==> config.mk <==
export PLATFORM = sky130hd
export DESIGN_NAME = btn_debounce_pulse
export DESIGN_NICKNAME = d
export VERILOG_FILES = /design/src/rtl/btn_pkg.sv /design/src/rtl/sample_tick_gen.sv /design/src/rtl/btn_debounce_pulse.sv
export SDC_FILE = /design/constraint.sdc
export NUM_CORES = 1
export LEC_CHECK = 0
export ABC_AREA = 1
export CORE_UTILIZATION = 50
export CTS_CLUSTER_DIAMETER = 120
export DETAILED_ROUTE_END_ITERATION = 8
export GPL_ROUTABILITY_DRIVEN = 0
export GPL_TIMING_DRIVEN = 1
export PLACE_DENSITY_LB_ADDON = 0.08
export SYNTH_ARGS = -nofsm -noshare
export SYNTH_HDL_FRONTEND = slang
export SYNTH_SLANG_ARGS = --single-unit
==> constraint.sdc <==
create_clock -name clk -period 5.1 [get_ports clk]
set_input_delay 1.02 -clock clk [delete_from_list [all_inputs] [get_ports clk]]
set_output_delay 1.02 -clock clk [all_outputs]
set_load 0.01 [all_outputs]
==> src/rtl/btn_pkg.sv <==
// Shared types and defaults for the push-button debounce block.
package btn_pkg;

  // Debounce FSM states. PRESSED and RELEASE_CHK both count as "held".
  typedef enum logic [1:0] {
    RELEASED    = 2'd0,
    PRESS_CHK   = 2'd1,
    PRESSED     = 2'd2,
    RELEASE_CHK = 2'd3
  } btn_state_t;

  // Defaults target a 100 MHz clock: 1 ms sample tick, 10 ms debounce,
  // 500 ms to first repeat, then 10 repeats per second.
  localparam int unsigned DEF_SAMPLE_DIV       = 100000;
  localparam int unsigned DEF_DEBOUNCE_SAMPLES = 10;
  localparam int unsigned DEF_REPEAT_DELAY     = 500;
  localparam int unsigned DEF_REPEAT_RATE      = 100;

  // True for the states in which the debounced level reads as pressed.
  function automatic logic is_level_state(input btn_state_t s);
    return (s == PRESSED) || (s == RELEASE_CHK);
  endfunction

endpackage

==> src/rtl/sample_tick_gen.sv <==
// Free-running strobe generator: one-cycle tick every SAMPLE_DIV clocks.
module sample_tick_gen
  import btn_pkg::*;
#(
  parameter int unsigned SAMPLE_DIV = DEF_SAMPLE_DIV
) (
  input  logic clk,
  input  logic reset_p,
  output logic tick
);

  localparam int unsigned CW = $clog2(SAMPLE_DIV + 1);
  localparam logic [CW-1:0] LAST = CW'(SAMPLE_DIV - 1);

  logic [CW-1:0] r_cnt;

  // Count 0..SAMPLE_DIV-1 and wrap; never stalls.
  always_ff @(posedge clk or posedge reset_p) begin
    if (reset_p) begin
      r_cnt <= '0;
    end else if (r_cnt == LAST) begin
      r_cnt <= '0;
    end else begin
      r_cnt <= r_cnt + CW'(1);
    end
  end

  assign tick = (r_cnt == LAST);

endmodule

==> src/rtl/btn_debounce_pulse.sv <==
// Push-button conditioner: synchronizer, tick-sampled debounce FSM and
// auto-repeat timer producing clean one-cycle press/release/repeat pulses.
module btn_debounce_pulse
  import btn_pkg::*;
#(
  parameter int unsigned SAMPLE_DIV       = DEF_SAMPLE_DIV,
  parameter int unsigned DEBOUNCE_SAMPLES = DEF_DEBOUNCE_SAMPLES,
  parameter int unsigned REPEAT_DELAY     = DEF_REPEAT_DELAY,
  parameter int unsigned REPEAT_RATE      = DEF_REPEAT_RATE
) (
  input  logic clk,
  input  logic reset_p,
  input  logic btn_in,
  output logic btn_level,
  output logic btn_pulse,
  output logic btn_release,
  output logic btn_rpt
);

  localparam int unsigned DW   = $clog2(DEBOUNCE_SAMPLES + 1);
  localparam int unsigned RMAX = (REPEAT_DELAY > REPEAT_RATE) ? REPEAT_DELAY : REPEAT_RATE;
  localparam int unsigned RW   = $clog2(RMAX + 1);

  localparam logic [DW-1:0] D_LAST  = DW'(DEBOUNCE_SAMPLES);
  localparam logic [RW-1:0] R_DELAY = RW'(REPEAT_DELAY);
  localparam logic [RW-1:0] R_RATE  = RW'(REPEAT_RATE);
  localparam logic [RW-1:0] R_MAX   = RW'(RMAX);

  logic       w_tick;
  logic       w_btn_s;

  logic       r_sync1;
  logic       r_sync2;

  btn_state_t r_state;
  btn_state_t w_state_next;
  logic [DW-1:0] r_dcnt;
  logic [DW-1:0] w_dcnt_next;
  logic [DW-1:0] w_dcnt_inc;
  logic [RW-1:0] r_rcnt;
  logic [RW-1:0] w_rcnt_next;
  logic [RW-1:0] w_rcnt_inc;
  logic [RW-1:0] w_rpt_thresh;
  // Set after the first repeat so the cadence switches from DELAY to RATE.
  logic       r_rpt_armed;
  logic       w_rpt_armed_next;

  logic       r_level;
  logic       r_pulse;
  logic       r_release;
  logic       r_rpt;
  logic       w_pulse_next;
  logic       w_release_next;
  logic       w_rpt_next;

  sample_tick_gen #(
    .SAMPLE_DIV (SAMPLE_DIV)
  ) u_tick (
    .clk     (clk),
    .reset_p (reset_p),
    .tick    (w_tick)
  );

  // Two-flop synchronizer; btn_in is asynchronous to clk.
  always_ff @(posedge clk or posedge reset_p) begin
    if (reset_p) begin
      r_sync1 <= 1'b0;
      r_sync2 <= 1'b0;
    end else begin
      r_sync1 <= btn_in;
      r_sync2 <= r_sync1;
    end
  end

  assign w_btn_s = r_sync2;

  // Saturating increments so counters can never wrap.
  assign w_dcnt_inc   = (r_dcnt == D_LAST) ? r_dcnt : (r_dcnt + DW'(1));
  assign w_rcnt_inc   = (r_rcnt == R_MAX)  ? r_rcnt : (r_rcnt + RW'(1));
  assign w_rpt_thresh = r_rpt_armed ? R_RATE : R_DELAY;

  // Next-state and pulse decisions; nothing moves except on a sample tick.
  always_comb begin
    w_state_next     = r_state;
    w_dcnt_next      = r_dcnt;
    w_rcnt_next      = r_rcnt;
    w_rpt_armed_next = r_rpt_armed;
    w_pulse_next     = 1'b0;
    w_release_next   = 1'b0;
    w_rpt_next       = 1'b0;
    if (w_tick) begin
      case (r_state)
        RELEASED: begin
          if (w_btn_s) begin
            w_state_next = PRESS_CHK;
            w_dcnt_next  = DW'(1);
          end
        end
        PRESS_CHK: begin
          if (w_btn_s) begin
            if (w_dcnt_inc == D_LAST) begin
              w_state_next     = PRESSED;
              w_pulse_next     = 1'b1;
              w_dcnt_next      = '0;
              w_rcnt_next      = '0;
              w_rpt_armed_next = 1'b0;
            end else begin
              w_dcnt_next = w_dcnt_inc;
            end
          end else begin
            // Glitch rejected: back to idle silently.
            w_state_next = RELEASED;
            w_dcnt_next  = '0;
          end
        end
        PRESSED: begin
          if (w_btn_s) begin
            if (w_rcnt_inc == w_rpt_thresh) begin
              w_rpt_next       = 1'b1;
              w_rcnt_next      = '0;
              w_rpt_armed_next = 1'b1;
            end else begin
              w_rcnt_next = w_rcnt_inc;
            end
          end else begin
            w_state_next = RELEASE_CHK;
            w_dcnt_next  = DW'(1);
          end
        end
        RELEASE_CHK: begin
          if (!w_btn_s) begin
            if (w_dcnt_inc == D_LAST) begin
              w_state_next   = RELEASED;
              w_release_next = 1'b1;
              w_dcnt_next    = '0;
            end else begin
              w_dcnt_next = w_dcnt_inc;
            end
          end else begin
            // Bounce while held: resume repeats where they left off.
            w_state_next = PRESSED;
            w_dcnt_next  = '0;
          end
        end
        default: begin
          w_state_next = RELEASED;
          w_dcnt_next  = '0;
        end
      endcase
    end
  end

  // State, counters and registered outputs.
  always_ff @(posedge clk or posedge reset_p) begin
    if (reset_p) begin
      r_state     <= RELEASED;
      r_dcnt      <= '0;
      r_rcnt      <= '0;
      r_rpt_armed <= 1'b0;
      r_level     <= 1'b0;
      r_pulse     <= 1'b0;
      r_release   <= 1'b0;
      r_rpt       <= 1'b0;
    end else begin
      r_state     <= w_state_next;
      r_dcnt      <= w_dcnt_next;
      r_rcnt      <= w_rcnt_next;
      r_rpt_armed <= w_rpt_armed_next;
      r_level     <= is_level_state(w_state_next);
      r_pulse     <= w_pulse_next;
      r_release   <= w_release_next;
      r_rpt       <= w_rpt_next;
    end
  end

  assign btn_level   = r_level;
  assign btn_pulse   = r_pulse;
  assign btn_release = r_release;
  assign btn_rpt     = r_rpt;

endmodule

* Word level (Yosys, flattened, before mapping)
Cells that the tools add are included.
** Word-level totals
- Bits in registers :: 39
- Bits of input ports :: 3
- Output and inout bits :: 4
- Logic and storage cells :: 75
** Operators by class
- $add $sub $neg :: 3
- Eq/ne operators :: 16
- Multiplexer cells :: 39
- Reductions and logical operators :: 6
** Operators with widths (count)
- two-way mux 9 bit :: 6
- two-way mux 4 bit :: 6
- one-hot mux 9 bit (2 select lines) :: 1
- adder 17 x 1 -> 17 bit (second input constant) :: 1
- == test 17 bit (second input constant) :: 1
- two-way mux 17 bit :: 1
- one-hot mux 4 bit (4 select lines) :: 1
- two-way mux 1 bit :: 15
- two-way mux 2 bit :: 7
- inequality test 2 bit (second input constant) :: 6
- adder 9 x 1 -> 9 bit (second input constant) :: 1
- == test 9 bit :: 1
- == test 9 bit (second input constant) :: 1
- == test 2 bit (second input constant) :: 4
- == test 4 bit (second input constant) :: 2
- one-hot mux 2 bit (4 select lines) :: 1
- AND reduction 6 bit :: 1
- AND reduction 5 bit :: 1
- adder 4 x 1 -> 4 bit (second input constant) :: 1
- AND reduction 3 bit :: 1
- == test 2 x 1 -> 1 bit (second input constant) :: 1
- zero test 2 bit :: 1
- one-hot mux 1 bit (2 select lines) :: 1
- nonzero test 2 bit :: 1
- logical OR 1 bit :: 1

* Longest topological paths before layout
Gate-level depths: netlist of the first run.
- Depth after elaboration :: 9
- Depth in mapped cells :: 14
- Depth with buffers taken out :: 14

* Hierarchy
A second synthesis of the first run with hierarchy kept.
** Unflattened totals
- Cell total of the unflattened synthesis :: 330
- Area total of the unflattened synthesis :: 2352.3 µm²
** Modules (own cells, without submodules)
- btn_debounce_pulse :: instances 1, cells each 186, area each 1375.1 µm², sequential area each 550.5 µm²
- sample_tick_gen :: instances 1, cells each 144, area each 977.2 µm², sequential area each 425.4 µm²

* Worst setup path before layout of the first run
OpenSTA, ideal clock, no wires.
- Path kind :: register -> register
- From :: reg r_dcnt[0]
- To :: reg r_rcnt[8]
- Library setup time :: 0.124 ns
- Arrival :: 1.564 ns
- Required time :: 4.976 ns
- Slack :: 3.412 ns
- Stages on the path, launching flop included :: 12
- Path buffers :: 0
- Period minus slack after synthesis :: 1.688 ns
- Cell sequence :: dfrtp_1 > inv_1 > ha_1 > nand2_1 > nor2_1 > xor2_1 > nor2_1 > a21oi_4 > nor2_8 > inv_2 > nand2_1 > o21ai_1
** Between the ends
- Longest elaborated chain between the ends :: 5
- Elaborated cells between the ends (all ways) :: 6
- Classes of those cells :: add/sub (1); eq/ne (3); mux (1); reduce/logical (1)
** RTL lines
- start, declared :: RTL line btn_debounce_pulse.sv:37 : logic [DW-1:0] r_dcnt;
- start signal, assigned :: RTL line btn_debounce_pulse.sv:166 : r_dcnt <= w_dcnt_next;
- adder 4 x 1 -> 4 bit / == test 4 bit (equally long branches) :: RTL line btn_debounce_pulse.sv:78 : assign w_dcnt_inc = (r_dcnt == D_LAST) ? r_dcnt : (r_dcnt + DW'(1));
- two-way mux 4 bit (*) :: RTL line btn_debounce_pulse.sv:78
- == test 4 bit (*) :: RTL line btn_debounce_pulse.sv:101 : if (w_dcnt_inc == D_LAST) begin
- inequality test 2 bit (no line) (*)
- AND reduction 5 bit (no line) (*)
- end signal, assigned :: RTL line btn_debounce_pulse.sv:167 : r_rcnt <= w_rcnt_next;
- end, declared :: RTL line btn_debounce_pulse.sv:40 : logic [RW-1:0] r_rcnt;
Mark *: on every way between the ends. The rest lies on a longest branch, timed or not.
A chain may end at the register's enable or synchronous reset.

* Worst setup path in the final report of the first run
- From :: reg r_rpt, in the netlist btn_rpt
- To :: out btn_rpt
** RTL lines
- start, declared :: RTL line btn_debounce_pulse.sv:51 : logic r_rpt;
- start signal, assigned :: RTL line btn_debounce_pulse.sv:172 : r_rpt <= w_rpt_next;
- end, declared :: RTL line btn_debounce_pulse.sv:17 : output logic btn_rpt
No word-level cell between the ends.

==> key figures, run 1 <==
Drt
  – Via count: 1,826
  – Total wire length after detailed routing: 4250 um
  – Antenna-violating nets left: 0
  – Detailed router's first-iteration violation count: 79
  – Post-detailed-route via-to-cell ratio: 4.95
  – Count of TritonRoute iterations in the first routing pass: 4
  – DR DRC count: 0
  – Routed len/inst: about 12 um

Finish
  – Net count of the finished layout: 324
  – Fill cell total of the finished layout: 401
  – Final cell count without fillers: 369
  – Total inserted antenna cells: 0
  – Ratio of cells with drive above 1 in the final layout: 0.101
  – Flip-flop and latch area: 976 um2
  – Combined area of the multi-input logic cells: 1120 um2
  – Area overhead of the layout relative to synthesis: 9.33%

STA
  – Upper clock frequency limit: 0.464 GHz
  – Final Critical Period: 2150 ps
  – Slew @ Worst Pin: a little under 500 ps
  – Pins over their slew limit: 0
  – Worst path setup slack after routing: 2950 ps
  – Setup repair after global routing missed its margin: false
  – Crit share post-route: 0.422
  – Tightest slew margin relative to the limit: 0.676
  – Final number of hold-violating endpoints: 0
  – Clock Skews: between 5 and 6 ps
  – Final hold slack: between 300 and 400 ps
  – Final setup violation count: 0
  – Accumulated negative setup slack: 0 ps

Power and ir drop
  – Logic pwr share: 0.017
  – Part of the total power dissipated in the clock network: 0.386
  – Sequential share of power: 0.597
  – Switching share of power: 0.215
  – Power dissipated by switching net loads: 0.112 mW
  – Cell internal pwr: 0.408 mW
  – IR Drop Worst-Case VDD: 0.132 mV
  – Total power density per cell area: ~210 nW/um2
  – Total power: between 0.5 and 0.6 mW
  – Reported leakage power: 1.22 nW

Critical path
  – Launching instance or port of the critical path: btn_rpt$_DFF_PP0_
  – Kind of cell adding the most delay to the critical path: buffers and inverters
  – Worst reg-to-reg setup slack: 3210 ps
  – Endpoint of the lowest-slack register-to-register path: r_rcnt[0]$_DFFE_PP0P_
  – Reg-to-reg startpoint: r_dcnt[0]$_DFFE_PP0P_
  – Critical path endpoint category: output pin
  – Data arrival at the endpoint of the critical path: 1130 ps
  – CP bufs+invs: 1
  – Critical path data required time: a little over 4000 ps
  – Maximum net fanout on the critical path: 1
  – CP max stage delay: roughly 530 ps
  – Stages on the worst setup path: 1
  – Startpoint types: register
  – CP Cell Sequence: clkdlybuf4s50_1
  – Worst Setup Path Type: reg -> out
  – CP max-delay cell: sky130_fd_sc_hd__clkdlybuf4s50_1
  – Depth of the worst register-to-register path: 11

Logic synthesis
  – Synth Instances: 302
  – Synth top area share: 0.426
  – Synthesized-area fraction occupied by adder cells: 0.0273
  – Async set-or-reset flop fraction in the synthesized netlist: 1.00
  – Top cells by count, synth: sky130_fd_sc_hd__nand2_1 (77), sky130_fd_sc_hd__inv_1 (47), sky130_fd_sc_hd__dfrtp_1 (39), sky130_fd_sc_hd__nor2_1 (32), sky130_fd_sc_hd__nand3_1 (22)
  – Number of register bits inferred by synthesis: 39
  – YS warnings: 0
  – Top cell type by total area after synthesis: sky130_fd_sc_hd__dfrtp_1
  – Synthesized netlist net count: 310
  – EDFF count, synth: 0
  – Area fraction in compound gates after synthesis: 0.0759
  – Mapped cell area: 2290 um2
  – Dominant combinational cell family by area after synthesis: simple AND/OR/NAND/NOR gates
  – Dominant cell by count in the synthesized netlist: sky130_fd_sc_hd__nand2_1
  – Xor/xnor cell area share of the yosys netlist: 0.0306
  – Portion of netlist area occupied by mux cells: 0
  – Post-Synthesis Mean Instance Area: around 7.6 um2
  – Part of the Yosys area used for sequential elements: 0.426
  – Commonest register cell after synthesis: sky130_fd_sc_hd__dfrtp_1
  – Cell types with the largest area share after synthesis: sky130_fd_sc_hd__dfrtp_1 (43%), sky130_fd_sc_hd__nand2_1 (13%), sky130_fd_sc_hd__inv_1 (7.7%)
  – Post-Synth Simple-Gate Area: 0.357
  – Post-synthesis cell type count: 30

GRT
  – Met2 layer usage reported by global route: 0.307
  – Most congested layer reported by global routing: met2
  – Met1 track demand over resource: 0.270
  – Pin count of the biggest net entering global routing: 40
  – Total overflow reported by the global router: 0
  – Vias in the first global route: 1,693
  – Number of antenna violations at the first check in global routing: 0
  – Combined global-route utilization of all metal layers: 0.197
  – Global-route wire length before repair: around 7600 um
  – Met3 demand-to-capacity share in global routing: 0.0480

Clocking
  – CTS clk-pin slew, worst paths: approximately 70 ps
  – Worst-case clock buffer depth: 2
  – Clock root cell: sky130_fd_sc_hd__clkbuf_8
  – TritonCTS clock tree: done
  – Clock latency reported for the late side of the worst-skew pair: 290 ps
  – Number of hold buffers added after cts: 0
  – Maximum level of the CTS H-tree: 2
  – TritonCTS sink count: 39
  – Inserted Clock Buffers: 5
  – Gates resized, CTS repair: 0
  – Post-CTS repair timing setup buffer count: 0

Die
  – Initial standard-cell utilization of the core: 0.523
  – Standard-cell rows: 24
  – IO Pins: 7
  – Overall die height: between 60 and 70 um
  – Die outline width: around 70 um
  – Die outline area: 4860 um2
  – Core outline area: 4380 um2

Worst hold path
  – Hold Path Stages: 0
  – Hold path startpoint: r_sync1$_DFF_PP0_
  – Hold Crit Class: reg -> reg
  – Endpoint, Worst Hold: r_sync2$_DFF_PP0_

Place
  – Placement-stage worst setup slack: 3220 ps
  – Total of buffers placed on input and output ports: 6
  – Hpwl dp: around 3200 um
  – Placed cell count: about 360

Run status
  – Status: finished, final reports clean

Run
  – Maxcap violations: 0
routing by layer:
layer,wire length (um),share of wire
met3,105,0.025
met1,2140,0.50
met5,0,0
met2,1940,0.46
met4,61,0.014
worst max-delay path by stage:
stage                                    endpoint  slack [ps]
after floorplan               btn_level$_DFF_PP0_        3190
after global placement    r_rpt_armed$_DFFE_PP0P_        3240
after detailed placement    r_rcnt[0]$_DFFE_PP0P_        3220
after CTS                               btn_level        2930
after global routing                      btn_rpt        2890
final                                     btn_rpt        2950
state kept, by name (all words and copies together), names as in the netlist:
register,flops
r_dcnt,4
r_rpt_armed,1
u_tick.r_cnt,17
btn_level,1
btn_rpt,1
btn_release,1
r_sync2,1
btn_pulse,1
r_state,2
r_sync1,1
r_rcnt,9
final cells by class:
class / instances / area share
Tap cell: 52 / 0.0260
Multi-Input combinational cell: 212 / 0.449
Timing Repair Buffer: 7 / 0.0270
Sequential cell: 39 / 0.389
Clock inverter: 1 / 0.00200
Inverter: 51 / 0.0764
Clock buffer: 7 / 0.0305
per-stage QoR:
stage                     cell area [um2]   util
after global placement               2420  0.553
final                                2510  0.572
after floorplan                      2290      -
after CTS                            2510  0.572
after global routing                 2510  0.572
after detailed placement             2420  0.553
kinds of logic (layout without fill, tap and decap cells):
group | Yosys count | in the layout
adders and majority gates | 5 | 5
buffers and inverters | 51 | 66
and+or+nand+nor | 168 | 168
xor gates and xnor gates | 8 | 8
DFF | 39 | 39
AOI/OAI and AO/OA | 31 | 31
layout by cell type, fill, tap and decap left out, drive strengths merged:
cell type	netlist	final
nor3	5	5
nand2	82	82
a21o	1	1
nand3	26	26
buf	0	1
nand4	8	8
clkdlybuf4s50	0	6
nor4	2	2
nand3b	2	2
ha	5	5
xor2	6	6
or2	1	1
a211oi	1	1
xnor2	2	2
nor2	41	41
clkbuf	0	7
clkinv	1	2
a21oi	6	6
dfrtp	39	39
nor4b	1	1
o21ai	22	22
o211ai	1	1
inv	50	50
power by group through the flow:
stage | combinational (mW) | clock (mW) | sequential [mW]
final | 0.00897 | 0.200 | 0.310
after global routing | 0.0108 | 0.221 | 0.310
after CTS | 0.00957 | 0.207 | 0.310
after detailed placement | 0.00958 | 0 | 0.316
after global placement | 0.00958 | 0 | 0.316
after floorplan | 0.00558 | 0 | 0.316
Power figures use the tool's default switching activity.
==> inputs of run 2 (changes only) <==
==> constraint.sdc (replaced) <==
create_clock -name clk -period 2 [get_ports clk]
set_input_delay 0.4 -clock clk [delete_from_list [all_inputs] [get_ports clk]]
set_output_delay 0.4 -clock clk [all_outputs]
set_load 0.01 [all_outputs]
==> run 2 against run 1 <==
Setup slack got worse by 2800 ps. Utilization up 2.3 points. Global-route usage rose by 0.72 points. Die area is the same. Clock power rose to 3.4 times the previous value. Routed wire length grew 4.7%. Clock skew up 3.5 ps. Final cell count is 1.6% higher. Total power grew to 2.9 times the previous value. Via count up 5.4%. First-iteration DRC count is 20% higher. Combinational power grew to 2.6 times the previous value. Critical endpoint is now r_rcnt[5]$_DFFE_PP0P_. Largest cell class unchanged. Largest power group unchanged.
==> key figures, run 2 (synthesized netlist as in run 1, its figures left out) <==
Run
  – Maxcap violations: 0 (unchanged)

Critical path
  – Reg-to-reg startpoint: u_tick.r_cnt[0]$_DFF_PP0_ (was r_dcnt[0]$_DFFE_PP0P_)
  – Endpoint of the lowest-slack register-to-register path: r_rcnt[5]$_DFFE_PP0P_ (was r_rcnt[0]$_DFFE_PP0P_)
  – Critical path data required time: 2180 ps (was 4080 ps)
  – Maximum net fanout on the critical path: 10 (was 1)
  – Worst reg-to-reg setup slack: 180 ps (was 3210 ps)
  – Depth of the worst register-to-register path: 12 (was 11)
  – Worst Setup Path Type: reg -> reg (was reg -> out)
  – Startpoint types: register (unchanged)
  – Critical path endpoint category: register (was output pin)
  – Data arrival at the endpoint of the critical path: 2000 ps (was 1130 ps)

Power and ir drop
  – Part of the total power dissipated in the clock network: 0.456 (was 0.386)
  – Sequential share of power: 0.529 (was 0.597)
  – Total power density per cell area: 573 nW/um2 (was 207 nW/um2)
  – Logic pwr share: 0.015 (was 0.017)
  – Switching share of power: 0.198 (was 0.215)
  – Cell internal pwr: 1.20 mW (was 0.408 mW)
  – IR Drop Worst-Case VDD: 0.378 mV (was 0.132 mV)
  – Power dissipated by switching net loads: 0.297 mW (was 0.112 mW)
  – Reported leakage power: 1.26 nW (was 1.22 nW)
  – Total power: 1.50 mW (was 0.520 mW)

GRT
  – Global-route wire length before repair: 7860 um (was 7560 um)
  – Number of antenna violations at the first check in global routing: 0 (unchanged)
  – Vias in the first global route: 1,817 (was 1,693)
  – Pin count of the biggest net entering global routing: 40 (unchanged)
  – Combined global-route utilization of all metal layers: 0.204 (was 0.197)
  – Total overflow reported by the global router: 0 (unchanged)

Run status
  – Status: finished, final reports clean (unchanged)

Finish
  – Reg with most FFs: u_tick.r_cnt (unchanged)
  – Ratio of cells with drive above 1 in the final layout: 0.142 (was 0.101)
  – Area overhead of the layout relative to synthesis: 13.8% (was 9.33%)
  – Flip-flop and latch area: 976 um2 (unchanged)
  – Largest regs: u_tick.r_cnt x17, r_rcnt x9, r_dcnt x4 (unchanged)
  – Most frequent standard cell in the layout excluding fill and tap cells: sky130_fd_sc_hd__nand2_1 (unchanged)
  – Fill cell total of the finished layout: 399 (was 401)
  – Final cell count without fillers: 375 (was 369)
  – Total inserted antenna cells: 0 (unchanged)
  – Combined area of the multi-input logic cells: 1150 um2 (was 1120 um2)
  – Net count of the finished layout: 330 (was 324)
  – Most used cells in the layout excluding fill and tap cells: sky130_fd_sc_hd__nand2_1 (77), sky130_fd_sc_hd__inv_1 (47), sky130_fd_sc_hd__dfrtp_1 (39) (unchanged)
  – Largest register FFs: 17 (unchanged)

Place
  – Total of buffers placed on input and output ports: 6 (unchanged)
  – Hpwl dp: 3310 um (was 3210 um)
  – Placed cell count: 364 (was 361)

Die
  – Die outline width: 69.7 um (unchanged)
  – Initial standard-cell utilization of the core: 0.523 (unchanged)
  – Overall die height: 69.7 um (unchanged)
  – Standard-cell rows: 24 (unchanged)
  – Die outline area: 4860 um2 (unchanged)
  – IO Pins: 7 (unchanged)
  – Core outline area: 4380 um2 (unchanged)

Clocking
  – Clock root cell: sky130_fd_sc_hd__clkbuf_8 (unchanged)
  – Maximum level of the CTS H-tree: 2 (unchanged)
  – Inserted Clock Buffers: 5 (unchanged)
  – TritonCTS sink count: 39 (unchanged)
  – Clock latency reported for the late side of the worst-skew pair: 290 ps (about the same)
  – TritonCTS clock tree: done (unchanged)
  – Number of hold buffers added after cts: 0 (unchanged)
  – Worst-case clock buffer depth: 2 (unchanged)
  – CTS clk-pin slew, worst paths: 70 ps (about the same)

STA
  – Clock Skews: 9.19 ps (was 5.67 ps)
  – Final setup violation count: 0 (unchanged)
  – Final Critical Period: 1820 ps
  – Slew @ Worst Pin: 494 ps (was 487 ps)
  – Upper clock frequency limit: 0.549 GHz
  – Tightest slew margin relative to the limit: 0.670 (was 0.676)
  – Pins over their slew limit: 0 (unchanged)
  – Final number of hold-violating endpoints: 0 (unchanged)
  – Crit share post-route: 0.910

Drt
  – Via count: 1,925 (was 1,826)
  – Post-detailed-route via-to-cell ratio: 5.13 (was 4.95)
  – Total wire length after detailed routing: 4450 um (was 4250 um)
  – Routed len/inst: 11.9 um (was 11.5 um)
  – Count of TritonRoute iterations in the first routing pass: 4 (unchanged)
  – Detailed router's first-iteration violation count: 95 (was 79)
  – Antenna-violating nets left: 0 (unchanged)
  – DR DRC count: 0 (unchanged)

Worst hold path
  – Hold path startpoint: r_sync1$_DFF_PP0_ (unchanged)
  – Endpoint, Worst Hold: r_sync2$_DFF_PP0_ (unchanged)
  – Hold Path Stages: 0 (unchanged)
  – Hold Crit Class: reg -> reg (unchanged)
==> run 2: cell count changes in the layout (fill, tap and decap cells not counted), sizes merged <==
cell	change
nand2	+1
buf	+5
clkbuf	-1
bufinv	+1
==> run 2: worst max-delay path by stage <==
stage,slack (ps),cells past startpoint,endpoint,start
5_1_grt,-20,11,r_rcnt[6]$_DFFE_PP0P_,r_dcnt[0]$_DFFE_PP0P_
4_1_cts,90,11,r_rcnt[3]$_DFFE_PP0P_,r_dcnt[0]$_DFFE_PP0P_
6_report,180,12,r_rcnt[5]$_DFFE_PP0P_,u_tick.r_cnt[0]$_DFF_PP0_
2_1_floorplan,310,11,r_rcnt[8]$_DFFE_PP0P_,r_dcnt[0]$_DFFE_PP0P_
3_3_place_gp,100,11,r_rcnt[5]$_DFFE_PP0P_,r_dcnt[0]$_DFFE_PP0P_
3_5_place_dp,100,11,r_rcnt[8]$_DFFE_PP0P_,r_dcnt[0]$_DFFE_PP0P_
==> run 2: layout make-up <==
cell class	count	share of cell area
clock buffers	6	0.0317
clock inverters	2	0.0134
inverters	51	0.0734
multi-input cells	213	0.442
flip-flops and latches	39	0.374
well taps	52	0.0249
repair buffers	12	0.0403
==> run 2: what timing repair did <==
action	CTS	global route
gates resized for setup	0	7
setup endpoints to repair	0	15
setup buffers	0	2
==> run 2: metal layers <==
metal,track usage,up-vias,routed length [um]
met2,0.327,29,2150
met4,0.0667,0,63
met1,0.275,892,2110
met5,0,-,0
met3,0.0480,6,123
li1,-,998,-
==> run 2: power by group through the flow <==
stage | registers, mW | logic (mW) | clock network [mW]
finish | 0.791 | 0.0230 | 0.681
global route | 0.791 | 0.0282 | 0.738
CTS | 0.791 | 0.0248 | 0.702
detailed placement | 0.807 | 0.0247 | 0
global placement | 0.807 | 0.0249 | 0
floorplan | 0.807 | 0.0142 | 0
==> run 2: worst max-delay path, cell delays in order, from the launching register on <==
cell                      delay, ps
sky130_fd_sc_hd__dfrtp_1        370
sky130_fd_sc_hd__ha_1           170
sky130_fd_sc_hd__nand2_1         70
sky130_fd_sc_hd__inv_2           70
sky130_fd_sc_hd__nand2_2         70
sky130_fd_sc_hd__nor2_4         130
sky130_fd_sc_hd__nand3_2        140
sky130_fd_sc_hd__nor2_4         160
sky130_fd_sc_hd__nand2_4         80
sky130_fd_sc_hd__nor2_8         190
sky130_fd_sc_hd__inv_2          120
sky130_fd_sc_hd__nand2_1         70
sky130_fd_sc_hd__o21ai_1         60
==> run 2: metrics by stage <==
stage	setup WS (ps)	area (um2)	utilization	TNS, ps	hold slack (ps)
finish	180	2610	0.595	0	353
global route	-15.9	2610	0.595	-19.0	360
CTS	85.2	2560	0.585	0	357
detailed placement	98.0	2450	0.558	0	340
global placement	97.1	2450	0.558	0	336
floorplan	312	2290	-	0	331
==> inputs of run 3 (changes only) <==
--- a/config.mk
+++ b/config.mk
@@ -12,6 +12,7 @@
 export GPL_ROUTABILITY_DRIVEN = 0
 export GPL_TIMING_DRIVEN = 1
 export PLACE_DENSITY_LB_ADDON = 0.08
+export SETUP_SLACK_MARGIN = 0.2
 export SYNTH_ARGS = -nofsm -noshare
 export SYNTH_HDL_FRONTEND = slang
 export SYNTH_SLANG_ARGS = --single-unit
==> run 3 against run 2 <==
Sequential power about the same. Total power up 0.37%. Die area unchanged. Sequential share of layout area down 2.5 points. First-iteration DRC count down 6.3%.
==> key figures, run 3 (synthesized netlist as in run 1, its figures left out) <==
STA
  – Clock Skews: 8.81 ps (was 9.19 ps)
  – Upper clock frequency limit: 0.548 GHz (was 0.549 GHz)
  – Tightest slew margin relative to the limit: 0.670 (about the same)
  – Final number of hold-violating endpoints: 0 (unchanged)
  – Slew @ Worst Pin: 495 ps (was 494 ps)
  – Final setup violation count: 0 (unchanged)
  – Setup repair after global routing missed its margin: true
  – Crit share post-route: 0.912 (was 0.910)
  – Final Critical Period: 1820 ps (about the same)
  – Accumulated negative setup slack: 0 ps (unchanged)
  – Pins over their slew limit: 0 (unchanged)

Critical path
  – Worst reg-to-reg setup slack: 180 ps (about the same)
  – Startpoint types: register (unchanged)
  – Maximum net fanout on the critical path: 8 (was 10)
  – Critical path endpoint category: register (unchanged)
  – Kind of cell adding the most delay to the critical path: simple AND/OR/NAND/NOR gates (unchanged)
  – Stages on the worst setup path: 13 (was 12)
  – Launching instance or port of the critical path: u_tick.r_cnt[0]$_DFF_PP0_ (unchanged)
  – Depth of the worst register-to-register path: 13 (was 12)
  – CP max-delay cell: sky130_fd_sc_hd__dfrtp_1 (unchanged)
  – CP max stage delay: 370 ps (about the same)
  – Reg-to-reg startpoint: u_tick.r_cnt[0]$_DFF_PP0_ (unchanged)
  – Worst Setup Path Type: reg -> reg (unchanged)
  – CP Cell Sequence: ha_2 -> nand2_2 -> inv_2 -> nand2_4 -> nor2_4 -> nand3_4 -> nor2_4 -> nand2_4 -> nor2_8 -> buf_12 -> nand2_4 -> nand2_1 -> nand2_1 (was ha_1 -> nand2_1 -> inv_2 -> nand2_2 -> nor2_4 -> nand3_2 -> nor2_4 -> nand2_4 -> nor2_8 -> inv_2 -> nand2_1 -> o21ai_1)
  – CP bufs+invs: 2 (unchanged)
  – Critical path data required time: 2180 ps (about the same)
  – Endpoint of the lowest-slack register-to-register path: r_rpt_armed$_DFFE_PP0P_ (was r_rcnt[5]$_DFFE_PP0P_)
  – Library cell appearing most often on the critical path: sky130_fd_sc_hd__nand2_4
  – Data arrival at the endpoint of the critical path: 2010 ps (was 2000 ps)
  – Setup crit end: r_rpt_armed$_DFFE_PP0P_ (was r_rcnt[5]$_DFFE_PP0P_)

GRT
  – Combined global-route utilization of all metal layers: 0.209 (was 0.204)
  – Met1 track demand over resource: 0.280 (was 0.275)
  – Vias in the first global route: 1,843 (was 1,817)
  – Global-route wire length before repair: 8020 um (was 7860 um)
  – Total overflow reported by the global router: 0 (unchanged)
  – Most congested layer reported by global routing: met2 (unchanged)
  – Pin count of the biggest net entering global routing: 40 (unchanged)
  – Met2 layer usage reported by global route: 0.330 (was 0.327)
  – Number of antenna violations at the first check in global routing: 0 (unchanged)
  – Met3 demand-to-capacity share in global routing: 0.0523 (was 0.0480)

Die
  – Standard-cell rows: 24 (unchanged)
  – Die outline width: 69.7 um (unchanged)
  – Overall die height: 69.7 um (unchanged)
  – Die outline area: 4860 um2 (unchanged)
  – Core outline area: 4380 um2 (unchanged)
  – Initial standard-cell utilization of the core: 0.523 (unchanged)
  – IO Pins: 7 (unchanged)

Clocking
  – Clock root cell: sky130_fd_sc_hd__clkbuf_8 (unchanged)
  – Inserted Clock Buffers: 5 (unchanged)
  – TritonCTS clock tree: done (unchanged)
  – Maximum level of the CTS H-tree: 2 (unchanged)
  – Number of hold buffers added after cts: 0 (unchanged)
  – Clock latency reported for the late side of the worst-skew pair: 290 ps (about the same)
  – TritonCTS sink count: 39 (unchanged)
  – CTS clk-pin slew, worst paths: 80 ps (was 70 ps)
  – Worst-case clock buffer depth: 2 (unchanged)

Power and ir drop
  – Reported leakage power: 1.35 nW (was 1.26 nW)
  – IR Drop Worst-Case VDD: 0.376 mV (was 0.378 mV)
  – Switching share of power: 0.201 (was 0.198)
  – Cell internal pwr: 1.20 mW (about the same)
  – Total power density per cell area: 537 nW/um2 (was 573 nW/um2)
  – Part of the total power dissipated in the clock network: 0.457 (was 0.456)
  – Sequential share of power: 0.527 (was 0.529)
  – Power dissipated by switching net loads: 0.302 mW (was 0.297 mW)
  – Logic pwr share: 0.016 (was 0.015)

Place
  – Hpwl dp: 3310 um (unchanged)
  – Cell area after placement: 2450 um2 (unchanged)
  – Total of buffers placed on input and output ports: 6 (unchanged)

Run
  – Maxcap violations: 0 (unchanged)

Run status
  – Status: finished, final reports clean (unchanged)

Finish
  – Largest regs: u_tick.r_cnt x17, r_rcnt x9, r_dcnt x4 (unchanged)
  – Reg with most FFs: u_tick.r_cnt (unchanged)
  – Area overhead of the layout relative to synthesis: 21.9% (was 13.8%)
  – Ratio of cells with drive above 1 in the final layout: 0.233 (was 0.142)
  – Post-layout instance area: 2800 um2 (was 2610 um2)
  – Net count of the finished layout: 338 (was 330)
  – Total inserted antenna cells: 0 (unchanged)
  – Most used cells in the layout excluding fill and tap cells: sky130_fd_sc_hd__nand2_1 (68), sky130_fd_sc_hd__inv_1 (44), sky130_fd_sc_hd__dfrtp_1 (39) (was sky130_fd_sc_hd__nand2_1 (77), sky130_fd_sc_hd__inv_1 (47), sky130_fd_sc_hd__dfrtp_1 (39))
  – Most frequent standard cell in the layout excluding fill and tap cells: sky130_fd_sc_hd__nand2_1 (unchanged)
  – Largest register FFs: 17 (unchanged)

Drt
  – Antenna-violating nets left: 0 (unchanged)
  – Total wire length after detailed routing: 4600 um (was 4450 um)
  – Post-detailed-route via-to-cell ratio: 5.09 (was 5.13)
  – DR DRC count: 0 (unchanged)
  – Routed len/inst: 12.0 um (was 11.9 um)
  – Detailed router's first-iteration violation count: 89 (was 95)
  – Count of TritonRoute iterations in the first routing pass: 4 (unchanged)
  – Via count: 1,948 (was 1,925)

Worst hold path
  – Hold Crit Class: reg -> reg (unchanged)
==> run 3: cell count changes in the layout (fill, tap and decap cells not counted), moves of 3 or more <==
cell                      change
sky130_fd_sc_hd__buf_4        +7
sky130_fd_sc_hd__inv_1        -3
sky130_fd_sc_hd__nand2_1      -9
sky130_fd_sc_hd__nand2_2      +6
sky130_fd_sc_hd__nand2_4      +3
sky130_fd_sc_hd__nor2_1       -3
sky130_fd_sc_hd__nor2_4       +3
sky130_fd_sc_hd__o21ai_0      -3
sky130_fd_sc_hd__o21ai_2      +3
==> run 3: area by class of cell <==
cell class / instances / area [um2]
clock buffers: 6 / 82.6
clock inverters: 2 / 35.0
fillers: 372 / 1590
inverters: 51 / 194
multi-input cells: 213 / 1260
flip-flops and latches: 39 / 976
well taps: 52 / 65.1
repair buffers: 20 / 178
==> run 3: per-layer routing <==
layer  up-vias  share of wire
li1       1009              -
met1       902           0.46
met2        31           0.49
met3         6          0.035
met4         0          0.013
met5         -              0
==> run 3: repair_timing <==
action / in CTS / in global routing
resized for setup: 5 / 37
setup endpoints to repair: 13 / 22
cloned: 0 / 1
setup buffers: 2 / 8
pin swaps: 3 / 26
==> run 3: how the worst min path moves through the flow <==
stage / cells past startpoint / startpoint / slack [ps] / to
after detailed placement: 0 / r_sync1$_DFF_PP0_ / 340 / r_sync2$_DFF_PP0_
after floorplan: 0 / r_sync1$_DFF_PP0_ / 330 / r_sync2$_DFF_PP0_
after global routing: 0 / r_sync1$_DFF_PP0_ / 360 / r_sync2$_DFF_PP0_
final: 0 / r_sync1$_DFF_PP0_ / 350 / r_sync2$_DFF_PP0_
after global placement: 0 / r_sync1$_DFF_PP0_ / 340 / r_sync2$_DFF_PP0_
after CTS: 0 / r_sync1$_DFF_PP0_ / 360 / r_sync2$_DFF_PP0_
==> run 3: power by group through the flow <==
stage	Clock [mW]	Sequential, mW	Combinational (mW)
final	0.687	0.791	0.0234
after global routing	0.739	0.791	0.0286
after CTS	0.702	0.791	0.0248
after detailed placement	0	0.807	0.0247
after global placement	0	0.807	0.0249
after floorplan	0	0.807	0.0142
==> run 3: stage by stage <==
stage / instances / setup slack [ps] / total power [mW] / hold slack, ps / util
after CTS: 374 / 204 / 1.52 / 357 / 0.595
after global routing: 383 / 68.4 / 1.56 / 360 / 0.638
after global placement: 364 / 97.1 / 0.832 / 336 / 0.558
final: 383 / 175 / 1.50 / 353 / 0.638
after detailed placement: 364 / 98.0 / 0.832 / 340 / 0.558
after floorplan: 302 / 312 / 0.821 / 331 / -
